<file path="config.mk">
export PLATFORM = sky130hd
export DESIGN_NAME = fsram_ctrl
export DESIGN_NICKNAME = d
export VERILOG_FILES = /design/src/rtl/fsram_ctrl.sv
export SDC_FILE = /design/constraint.sdc
export NUM_CORES = 1
export LEC_CHECK = 0
export BUFFER_PORTS_ARGS = -buffer_cell sky130_fd_sc_hd__buf_4
export CAP_MARGIN = 40
export CORE_AREA = 2 2 350 352
export DETAILED_ROUTE_END_ITERATION = 8
export DIE_AREA = 0 0 352 354
export MAX_ROUTING_LAYER = met4
export PLACE_DENSITY = 0.44
export SYNTH_ARGS = -nofsm -noshare
export SYNTH_HDL_FRONTEND = slang
export SYNTH_SLANG_ARGS = --single-unit
</file>
<file path="constraint.sdc">
create_clock -name clk -period 3.3 [get_ports clk]
set_clock_uncertainty 0.15 [all_clocks]
set_input_delay 0.33 -clock clk [delete_from_list [all_inputs] [get_ports clk]]
set_output_delay 0.33 -clock clk [all_outputs]
set_load 0.005 [all_outputs]
</file>
<file path="src/rtl/fsram_ctrl.sv">
// fsram_ctrl: write/read sequencer for the fsram feature-map buffer.
// Port A writes on clk, port B reads on ~clk, all SRAM pins registered.
module fsram_ctrl #(
    parameter int SRAM_NUM = 8,
    parameter int AW       = 11,
    parameter int DW       = 16
) (
    input  logic                   clk,
    input  logic                   rst,
    input  logic                   wr_start,
    input  logic [AW-1:0]          wr_base,
    input  logic [AW:0]            wr_len,
    input  logic [SRAM_NUM-1:0]    wr_mask,
    input  logic                   in_valid,
    output logic                   in_ready,
    input  logic [SRAM_NUM*DW-1:0] in_data,
    output logic                   wr_busy,
    output logic                   wr_done,
    input  logic                   rd_start,
    input  logic [AW-1:0]          rd_base,
    input  logic [AW:0]            rd_len,
    output logic                   out_valid,
    output logic [SRAM_NUM*DW-1:0] out_data,
    output logic                   rd_busy,
    output logic                   rd_done,
    output logic                   CENA,
    output logic [SRAM_NUM-1:0]    WENA,
    output logic [SRAM_NUM*AW-1:0] AA,
    output logic [SRAM_NUM*DW-1:0] DA,
    output logic                   CENB,
    output logic [SRAM_NUM-1:0]    WENB,
    output logic [SRAM_NUM*AW-1:0] AB,
    output logic [SRAM_NUM*DW-1:0] DB,
    input  logic [SRAM_NUM*DW-1:0] QB
);

    localparam int NW = SRAM_NUM * DW;
    localparam logic [AW-1:0] ONE_A = 1;
    localparam logic [AW:0]   ONE_L = 1;

    typedef enum logic { W_IDLE, W_RUN } w_state_e;
    typedef enum logic { R_IDLE, R_RUN } r_state_e;

    w_state_e            w_state_q, w_state_d;
    logic [AW-1:0]       w_addr_q, w_addr_d;
    logic [AW:0]         w_cnt_q, w_cnt_d;
    logic [AW:0]         w_len_q, w_len_d;
    logic [SRAM_NUM-1:0] w_mask_q, w_mask_d;
    logic                in_ready_q, in_ready_d;
    logic                wr_done_q, wr_done_d;
    logic                cena_q, cena_d;
    logic [SRAM_NUM-1:0] wena_q, wena_d;
    logic [AW-1:0]       aa_q, aa_d;
    logic [NW-1:0]       da_q, da_d;

    r_state_e            r_state_q, r_state_d;
    logic [AW-1:0]       r_addr_q, r_addr_d;
    logic [AW:0]         r_cnt_q, r_cnt_d;
    logic [AW:0]         r_len_q, r_len_d;
    logic                r_last_q, r_last_d;
    logic                cenb_q, cenb_d;
    logic [AW-1:0]       ab_q, ab_d;
    logic                out_valid_q, out_valid_d;
    logic [NW-1:0]       out_data_q, out_data_d;
    logic                rd_done_q, rd_done_d;

    always_comb begin
        w_state_d  = w_state_q;
        w_addr_d   = w_addr_q;
        w_cnt_d    = w_cnt_q;
        w_len_d    = w_len_q;
        w_mask_d   = w_mask_q;
        in_ready_d = in_ready_q;
        wr_done_d  = 1'b0;
        cena_d     = 1'b1;
        wena_d     = '1;
        aa_d       = aa_q;
        da_d       = da_q;
        unique case (w_state_q)
            W_IDLE: begin
                if (wr_start) begin
                    if (wr_len == '0) begin
                        wr_done_d = 1'b1;
                    end else begin
                        w_state_d  = W_RUN;
                        w_addr_d   = wr_base;
                        w_len_d    = wr_len;
                        w_mask_d   = wr_mask;
                        w_cnt_d    = '0;
                        in_ready_d = 1'b1;
                    end
                end
            end
            W_RUN: begin
                if (in_valid && in_ready_q) begin
                    aa_d     = w_addr_q;
                    da_d     = in_data;
                    cena_d   = 1'b0;
                    wena_d   = ~w_mask_q;
                    w_addr_d = w_addr_q + ONE_A;
                    w_cnt_d  = w_cnt_q + ONE_L;
                    if (w_cnt_q + ONE_L == w_len_q) begin
                        w_state_d  = W_IDLE;
                        in_ready_d = 1'b0;
                        wr_done_d  = 1'b1;
                    end
                end
            end
        endcase
    end

    // Data issued last cycle was sampled by port B on the falling edge.
    always_comb begin
        r_state_d   = r_state_q;
        r_addr_d    = r_addr_q;
        r_cnt_d     = r_cnt_q;
        r_len_d     = r_len_q;
        r_last_d    = 1'b0;
        cenb_d      = 1'b1;
        ab_d        = ab_q;
        out_valid_d = ~cenb_q;
        out_data_d  = cenb_q ? out_data_q : QB;
        rd_done_d   = ~cenb_q & r_last_q;
        unique case (r_state_q)
            R_IDLE: begin
                if (rd_start) begin
                    if (rd_len == '0) begin
                        rd_done_d = 1'b1;
                    end else begin
                        ab_d     = rd_base;
                        cenb_d   = 1'b0;
                        r_addr_d = rd_base + ONE_A;
                        r_cnt_d  = ONE_L;
                        r_len_d  = rd_len;
                        if (rd_len == ONE_L) r_last_d = 1'b1;
                        else r_state_d = R_RUN;
                    end
                end
            end
            R_RUN: begin
                ab_d     = r_addr_q;
                cenb_d   = 1'b0;
                r_addr_d = r_addr_q + ONE_A;
                r_cnt_d  = r_cnt_q + ONE_L;
                if (r_cnt_q + ONE_L == r_len_q) begin
                    r_last_d  = 1'b1;
                    r_state_d = R_IDLE;
                end
            end
        endcase
    end

    always_ff @(posedge clk) begin
        if (rst) begin
            w_state_q   <= W_IDLE;
            w_addr_q    <= '0;
            w_cnt_q     <= '0;
            w_len_q     <= '0;
            w_mask_q    <= '0;
            in_ready_q  <= 1'b0;
            wr_done_q   <= 1'b0;
            cena_q      <= 1'b1;
            wena_q      <= '1;
            aa_q        <= '0;
            da_q        <= '0;
            r_state_q   <= R_IDLE;
            r_addr_q    <= '0;
            r_cnt_q     <= '0;
            r_len_q     <= '0;
            r_last_q    <= 1'b0;
            cenb_q      <= 1'b1;
            ab_q        <= '0;
            out_valid_q <= 1'b0;
            out_data_q  <= '0;
            rd_done_q   <= 1'b0;
        end else begin
            w_state_q   <= w_state_d;
            w_addr_q    <= w_addr_d;
            w_cnt_q     <= w_cnt_d;
            w_len_q     <= w_len_d;
            w_mask_q    <= w_mask_d;
            in_ready_q  <= in_ready_d;
            wr_done_q   <= wr_done_d;
            cena_q      <= cena_d;
            wena_q      <= wena_d;
            aa_q        <= aa_d;
            da_q        <= da_d;
            r_state_q   <= r_state_d;
            r_addr_q    <= r_addr_d;
            r_cnt_q     <= r_cnt_d;
            r_len_q     <= r_len_d;
            r_last_q    <= r_last_d;
            cenb_q      <= cenb_d;
            ab_q        <= ab_d;
            out_valid_q <= out_valid_d;
            out_data_q  <= out_data_d;
            rd_done_q   <= rd_done_d;
        end
    end

    assign in_ready  = in_ready_q;
    assign wr_busy   = (w_state_q != W_IDLE);
    assign wr_done   = wr_done_q;
    assign out_valid = out_valid_q;
    assign out_data  = out_data_q;
    assign rd_busy   = (r_state_q != R_IDLE) | ~cenb_q | out_valid_q;
    assign rd_done   = rd_done_q;
    assign CENA      = cena_q;
    assign WENA      = wena_q;
    assign AA        = {SRAM_NUM{aa_q}};
    assign DA        = da_q;
    assign CENB      = cenb_q;
    assign WENB      = '1;
    assign AB        = {SRAM_NUM{ab_q}};
    assign DB        = '0;

endmodule

</file>
# Word level (Yosys, flattened, before mapping)
# Cells that the tools add are included.
[word_totals]
register_bits = 373
latch_bits = 0
ramBits = 0
mem_bits_ro = 0
out_inout_bits = 584
memories = 0
[op_classes]
add_sub_neg = 5
multipliers = 0
div = 0
n_lt_le_gt_ge = 0
eq_ne = 9
shift = 0
mux = 49
bitwise_logic = 10
n_reduce_logical = 11
[ops]
columns = ["op", "count"]
rows = [
  ["11-bit 2-to-1 mux", 7],
  ["11-bit one-hot mux with 2 select lines", 3],
  ["12-bit 2-to-1 mux", 5],
  ["12-bit one-hot mux with 2 select lines", 2],
  ["11-bit by 1-bit adder with 11-bit output (second input constant)", 3],
  ["1-bit 2-to-1 mux", 26],
  ["12-bit by 1-bit adder with 12-bit output (second input constant)", 2],
  ["12-bit == test", 2],
  ["12-bit zero test", 2],
  ["12-bit by 1-bit == test with 1-bit output (second input constant)", 1],
  ["1-bit one-hot mux with 2 select lines", 6],
  ["3-bit AND reduction", 3],
  ["2-bit inequality test (second input constant)", 4],
  ["8-bit inverter", 1],
  ["1-bit inverter", 6],
  ["2-bit by 1-bit inequality test with 1-bit output (second input constant)", 2],
  ["2-bit AND reduction", 2],
  ["4-bit AND reduction", 1],
  ["3-bit OR reduction", 1],
  ["1-bit OR", 2],
  ["2-bit OR reduction", 1],
  ["1-bit bitwise AND", 1],
  ["1-bit logical AND", 1],
]

# Logic depth before layout (Yosys ltp)
# Gate-level depths: netlist of run 1.
[depth]
ltp_word = 5
mapped_depth = 10

# Least setup slack after synthesis of run 1
# No wires, ideal clock.
[synth_timing]
path_type = "flip-flop to flip-flop"
start = "reg r_state_q"
end = "reg r_addr_q[8]"
setup_time_ns = 0.132
arrival_ns = 2.324
required_time_ns = 3.018
path_slack_ns = 0.694
stages_incl_launch_ff = 11
path_buffers = 3
path_cell_list = "dfxtp_1 -> buf_2 -> buf_2 -> buf_2 -> mux2_2 -> ha_1 -> o221ai_1 -> or2_2 -> a21o_1 -> a32oi_1 -> a21oi_1"
[synth_between]
elab_chain_len = 3
word_cells_on_any_way = 5
classes_between = "2 x eq/ne; 1 x mux; 1 x bitwise; 1 x reduce/logical"
[synth_rtl]
columns = ["element", "line", "rtl"]
rows = [
  ["from (decl)", "56", "r_state_e r_state_q, r_state_d;"],
  ["from (signal assigned)", "188", "r_state_q <= r_state_d;"],
  ["1-bit inverter", "n/a", ""],
  ["2-bit inequality test (no line)", "n/a", ""],
  ["2-bit AND reduction (no line)", "n/a", ""],
  ["to (signal assigned)", "189", "r_addr_q <= r_addr_d;"],
  ["to (decl)", "57", "logic [AW-1:0] r_addr_q, r_addr_d;"],
]
# Parallel ways exist; a longest one is shown, timed or not.
# A chain may end at the register's enable or synchronous reset.

# Worst setup path in the final report of run 1
[layout_timing]
start = "reg r_state_q"
end = "reg r_addr_q[9]"
# Same word-level chain as after synthesis.

==> metrics, run 1 <==
status=complete, but fails checks; failing checks=hold timing; Die Width=352 um; Post-synth ARST share=0; Area contributors post-synth=dfxtp_1 (45%), buf_4 (13%), mux2i_1 (10%), nand2_1 (7.5%), a21oi_1 (5.9%); # clock sinks=373; compound-gate portion of the synthesized area=0.102; Setup Crit Path Kind=register to register; RSZ-0062 raised after global routing=false; Ys Warns=0; worst path required time=3.60 ns; total gr overflow=0; dpl cell area=22800 sq um; cts repair resizes=0; Mapped Avg Cell Area=8.49 sq um; Worst-Skew Late Latency=0.62 ns; Max Fclk=373 MHz; Synth Area in XOR/XNOR=0.0157; total track usage=0.0955; Core Area=121000 sq um; dominant combinational cell family by area after synthesis=simple AND/OR/NAND/NOR gates; Detail Route Antenna Nets=0; Post-Synth Adder-Cell Area=0.00374; post-synth top area share=0.446; wire per inst=13.7 um; Final Hold Fails=1; Reg area=7470 sq um; Routed WL=61600 um; FP Rows=128; # setup viols final=0; worst slew pin tran=0.814 ns; worst vdd ir=0.305 mV; Final Max Tran Viols=0; number of global-route vias before repair=15200; H-Tree Depth=2; GPL Wtd Cong=0.773; Hold Worst Slack=-0.00610 ns; P_sw=3.11 mW; layout cells sized above 1=0.310; Power, Total=11.9 mW; clock share of power=0.441; DR DRC count=0; fin crit share=0.812; Startpoint Class=register; fin nets=3162; clock buffer count from CTS=48; Clock Path Buffers=3; largest area contributor in the netlist=dfxtp_1; TNS Setup=0 ns; area of the multi-input gates=7150 sq um; area delta synth->final=63.8%; count leader, synth=dfxtp_1; worst rel slew slack=0.452; Synth cell types=63; Simple-Gate Fraction of Synth Area=0.170; number of synthesized flops with an enable pin=0; Seq cells post-synth=373; Setup crit end kind=register; design area=27400 sq um; commonest cells in the netlist=dfxtp_1 (373), nand2_1 (336), buf_4 (291); Comb power frac=0.149; crit path DAT=2.98 ns; PortBufs=762; Hold WC Path Type=input pin to register; top fanout value on the critical path=36; global-route wire length before repair=91600 um; CTS tree=yes; DIE HEIGHT=354 um; # IOs=899; Max Cap Violations=0; min Tclk post-route=2.68 ns; Post-DP HPWL=44500 um; Initial Utilization=0.138; largest net degree at the start of global routing=149; Int Pwr=8.81 mW; drt via density=3.49; Synth Flop Type=dfxtp_1; P per Cell Area=435 nW/um^2; vias post-DR=15700; post-synthesis mux area share=0.102; Die ar.=125000 sq um; leakage=12.2 nW; Initial DRC Count=580; sequential share of power=0.410; clk slew on worst S/H paths=0.06 ns; antenna violations before repair=5; fill count=13300; root buffer cell=clkbuf_16; cell count after synthesis=1972; sequential fraction of the synthesis area=0.446; First-pass DRT Iterations=4; Cell Area, Synth=16700 sq um; switching share of total power=0.261
[metal layers]
layer  GRT usage  routed length [um]  part of all wire
met2       0.159               30100              0.49
met1       0.111               25700              0.42
met4      0.0288                1400             0.023
met3      0.0271                4370             0.071
met5           -                   0                 0
[metrics by stage]
| step | util | std cells | setup WS (ns) |
|---|---|---|---|
| after floorplan | - | 2106 | 0.694 |
| after global placement | 0.188 | 4112 | 0.584 |
| after detailed placement | 0.188 | 4113 | 0.604 |
| after CTS | 0.227 | 4503 | 0.612 |
| after global routing | 0.227 | 4507 | 0.300 |
| final | 0.227 | 4507 | 0.619 |
[state kept, by name, indices dropped and copies added, names as in the netlist, 8 cells and up]
register / count
DA: 128
out_data: 128
r_cnt_q: 12
r_len_q: 12
w_cnt_q: 12
w_len_q: 12
aa_q: 11
ab_q: 11
r_addr_q: 11
w_addr_q: 11
WENA: 8
w_mask_q: 8
[what timing repair did]
action,CTS,global route
hold endpoints to repair,306,0
hold buffers,304,0
setup buffers,0,0
[power groups by stage]
stage | sequential (mW) | clock [mW] | combinational (mW)
floorplan | 4.93 | 0 | 0.866
global placement | 4.98 | 0 | 1.48
detailed placement | 4.98 | 0 | 1.49
CTS | 4.88 | 5.52 | 1.80
global route | 4.91 | 5.69 | 1.94
finish | 4.88 | 5.26 | 1.78
[layout by cell type (no fill, tap or decap), types with 5 or more instances in the layout]
master         netlist  layout
o211ai_1             6       6
xnor2_1             20      20
a311oi_1             5       5
nor2_1             216     215
nand3_1             25      24
buf_4              291     780
clkbuf_16            0      48
clkbuf_1            97      11
and3_1              11      10
mux2i_1            169     169
nand3b_1             6       6
ha_1                 5       5
a31oi_1              9       8
clkbuf_8             0      17
buf_12               0       9
a21oi_1            197     197
or3_1                6       6
nor2b_1             10      10
clkinv_2             0       5
o21ai_0             27      27
conb_1               2     136
inv_1               11      11
nor4_1               7       7
nand2_1            336     336
xor2_1              10      10
dlygate4sd3_1        0     304
dfxtp_1            373     370
nor3_1              13      13
a211oi_1            17      17
nand4_1              7       7
[cell families after synthesis]
kind of cell | after synthesis
compound gates | 298
xor+xnor | 30
fa+ha+maj | 5
buf+inv | 420
flops | 373
mux | 171
other cells | 2
simple gates | 673
[worst paths after layout]
kind,cells after the start,startpoint,slack [ns],end
setup reg to reg,7,r_state_q,0.62,r_addr_q[9]
hold / removal,2,rst,-0.006,out_data[122]
setup / recovery,7,r_state_q,0.62,r_addr_q[9]
hold reg to reg,1,w_mask_q[5],0.24,WENA[5]
[worst max-delay path, cell delays in order, from the launching register on]
cell and delay (ns):
dfxtp_2 0.56, buf_4 0.41, nand3_1 0.15, a221oi_1 0.57
nand3_1 0.22, a32o_1 0.24, o21ai_0 0.14, a21oi_1 0.08
[final cells by class]
type                       count  area share
sequential                   373       0.273
timing repair buffer        1095       0.333
multi-input combinational   1313       0.261
antenna                        4    0.000365
tap                         1625      0.0741
clock buffer                  76      0.0538
clock inverter                10     0.00429
inverter                      11     0.00151
Power figures use the tool's default switching activity.
==> run 2: changes to the inputs <==
--- a/config.mk
+++ b/config.mk
@@ -11,7 +11,7 @@
 export DETAILED_ROUTE_END_ITERATION = 8
 export DIE_AREA = 0 0 352 354
 export MAX_ROUTING_LAYER = met4
-export PLACE_DENSITY = 0.44
+export PLACE_DENSITY = 0.45
 export SYNTH_ARGS = -nofsm -noshare
 export SYNTH_HDL_FRONTEND = slang
 export SYNTH_SLANG_ARGS = --single-unit
==> constraint.sdc (replaced) <==
create_clock -name clk -period 2.26 [get_ports clk]
set_clock_uncertainty 0.15 [all_clocks]
set_input_delay 0.226 -clock clk [delete_from_list [all_inputs] [get_ports clk]]
set_output_delay 0.226 -clock clk [all_outputs]
set_load 0.005 [all_outputs]
==> run 2 against run 1 <==
The flow now finishes without violations; count of clock-buffer cells in the layout is 7 lower; worst hold slack better by 0.14 ns; routed wire length rose by 8.7%; cell count rose by 2.7%.
==> metrics, run 2 (synthesis results as in run 1) <==
Max Fclk=467 MHz; Hold WC Path Type=input pin to register; commonest non-fill, non-tap cell in the layout=buf_4; wire per inst=14.5 um; Worst-Skew Late Latency=0.63 ns; fin crit share=0.947; post-route non-filler standard cell count=4629; DIE HEIGHT=354 um; Startpoint Class=register; FP Rows=128; Post-DP HPWL=50000 um; Final Max Tran Viols=0; worst vdd ir=0.517 mV; Die ar.=125000 sq um; largest net degree at the start of global routing=66; H-Tree Depth=2; reg-to-reg setup timing slack=0.12 ns; drt via density=3.51; min Tclk post-route=2.14 ns; Initial Utilization=0.138; number of global-route vias before repair=16000; worst rel slew slack=0.549; Die Width=352 um; dpl cell area=23300 sq um; placed cell count=4170; Hold Worst Slack=0.129 ns; total track usage=0.104; Setup crit end kind=register; # clock sinks=373; antenna violations before repair=12; Clock Path Buffers=3; GPL Wtd Cong=0.784; total gr overflow=0; P per Cell Area=622 nW/um^2; most frequent cells in the layout=buf_4 (831), dfxtp_1 (368), dlygate4sd3_1 (359); worst path required time=2.62 ns; CTS tree=yes; vias post-DR=16200; DR DRC count=0; Setup Crit Path Kind=register to register; RSZ-0062 raised after global routing=false; clk slew on worst S/H paths=0.06 ns; root buffer cell=clkbuf_16; leakage=12.9 nW; Power, Total=17.8 mW; top fanout value on the critical path=4; # IOs=899; area delta synth->final=70.7%; design area=28600 sq um; # setup viols final=0; Max Cap Violations=0; worst slew pin tran=0.674 ns; Routed WL=66900 um; layout cells sized above 1=0.320; global-route wire length before repair=98100 um; fin nets=3276; First-pass DRT Iterations=5; crit path DAT=2.50 ns; Detail Route Antenna Nets=0; PortBufs=762; Final Hold Fails=0; status=finished clean; Initial DRC Count=738; Core Area=121000 sq um; clock buffer count from CTS=49
-- run 2: per-stage QoR --
step / utilization / TNS, ns / setup slack (ns)
5_1_grt: 0.236 / 0 / 0.0104
6_report: 0.236 / 0 / 0.120
2_1_floorplan: - / 0 / 0.0105
3_3_place_gp: 0.193 / -0.0868 / -0.0432
4_1_cts: 0.236 / 0 / 0.0301
3_5_place_dp: 0.193 / -0.0305 / -0.0170
-- run 2: timing repair --
action                                  in CTS  in global routing
endpoints found under the setup margin       2                  6
buffers inserted                             1                  0
hold buffers                               359                  0
resized for setup                            0                  6
endpoints found under the hold margin      336                  0
pin swaps                                    1                  1
-- run 2: where the power goes --
group	switching [mW]	internal (mW)	total, mW
Combinational	1.17	1.62	2.79
Clock	3.30	4.58	7.88
Sequential	0.249	6.86	7.11
-- run 2: critical path, cell delays in order (launching register included) --
cell and delay, ns:
dfxtp_2 0.38, nand3_2 0.11, or4_4 0.55, o32ai_2 0.20
a21oi_1 0.11, nor4b_2 0.28, buf_4 0.17, a211oi_1 0.07
-- run 2: path summary, 6_finish.rpt --
kind / from / end / cells after the start
worst max-delay path: w_cnt_q[1] / in_ready / 7
worst min-delay path: rd_base[7] / r_addr_q[9] / 5
worst max register to register: w_cnt_q[1] / in_ready / 7
worst min register to register: w_mask_q[6] / WENA[6] / 1
-- run 2: final cells by class --
type	count	area [sq um]
Fill cell	13200	92300
Clock inverter	20	211
Inverter	11	41.3
Clock buffer	69	1400
Antenna cell	10	25.0
Tap cell	1625	2030
Timing Repair Buffer	1208	10200
Multi-Input combinational cell	1313	7200
Sequential cell	373	7480
-- run 2: routing by layer --
metal | vias to the layer above | track usage | part of all wire
met5 | - | - | 0
met4 | 0 | 0.0326 | 0.024
met3 | 95 | 0.0311 | 0.073
met2 | 506 | 0.161 | 0.46
met1 | 7498 | 0.130 | 0.45
li1 | 8127 | - | -
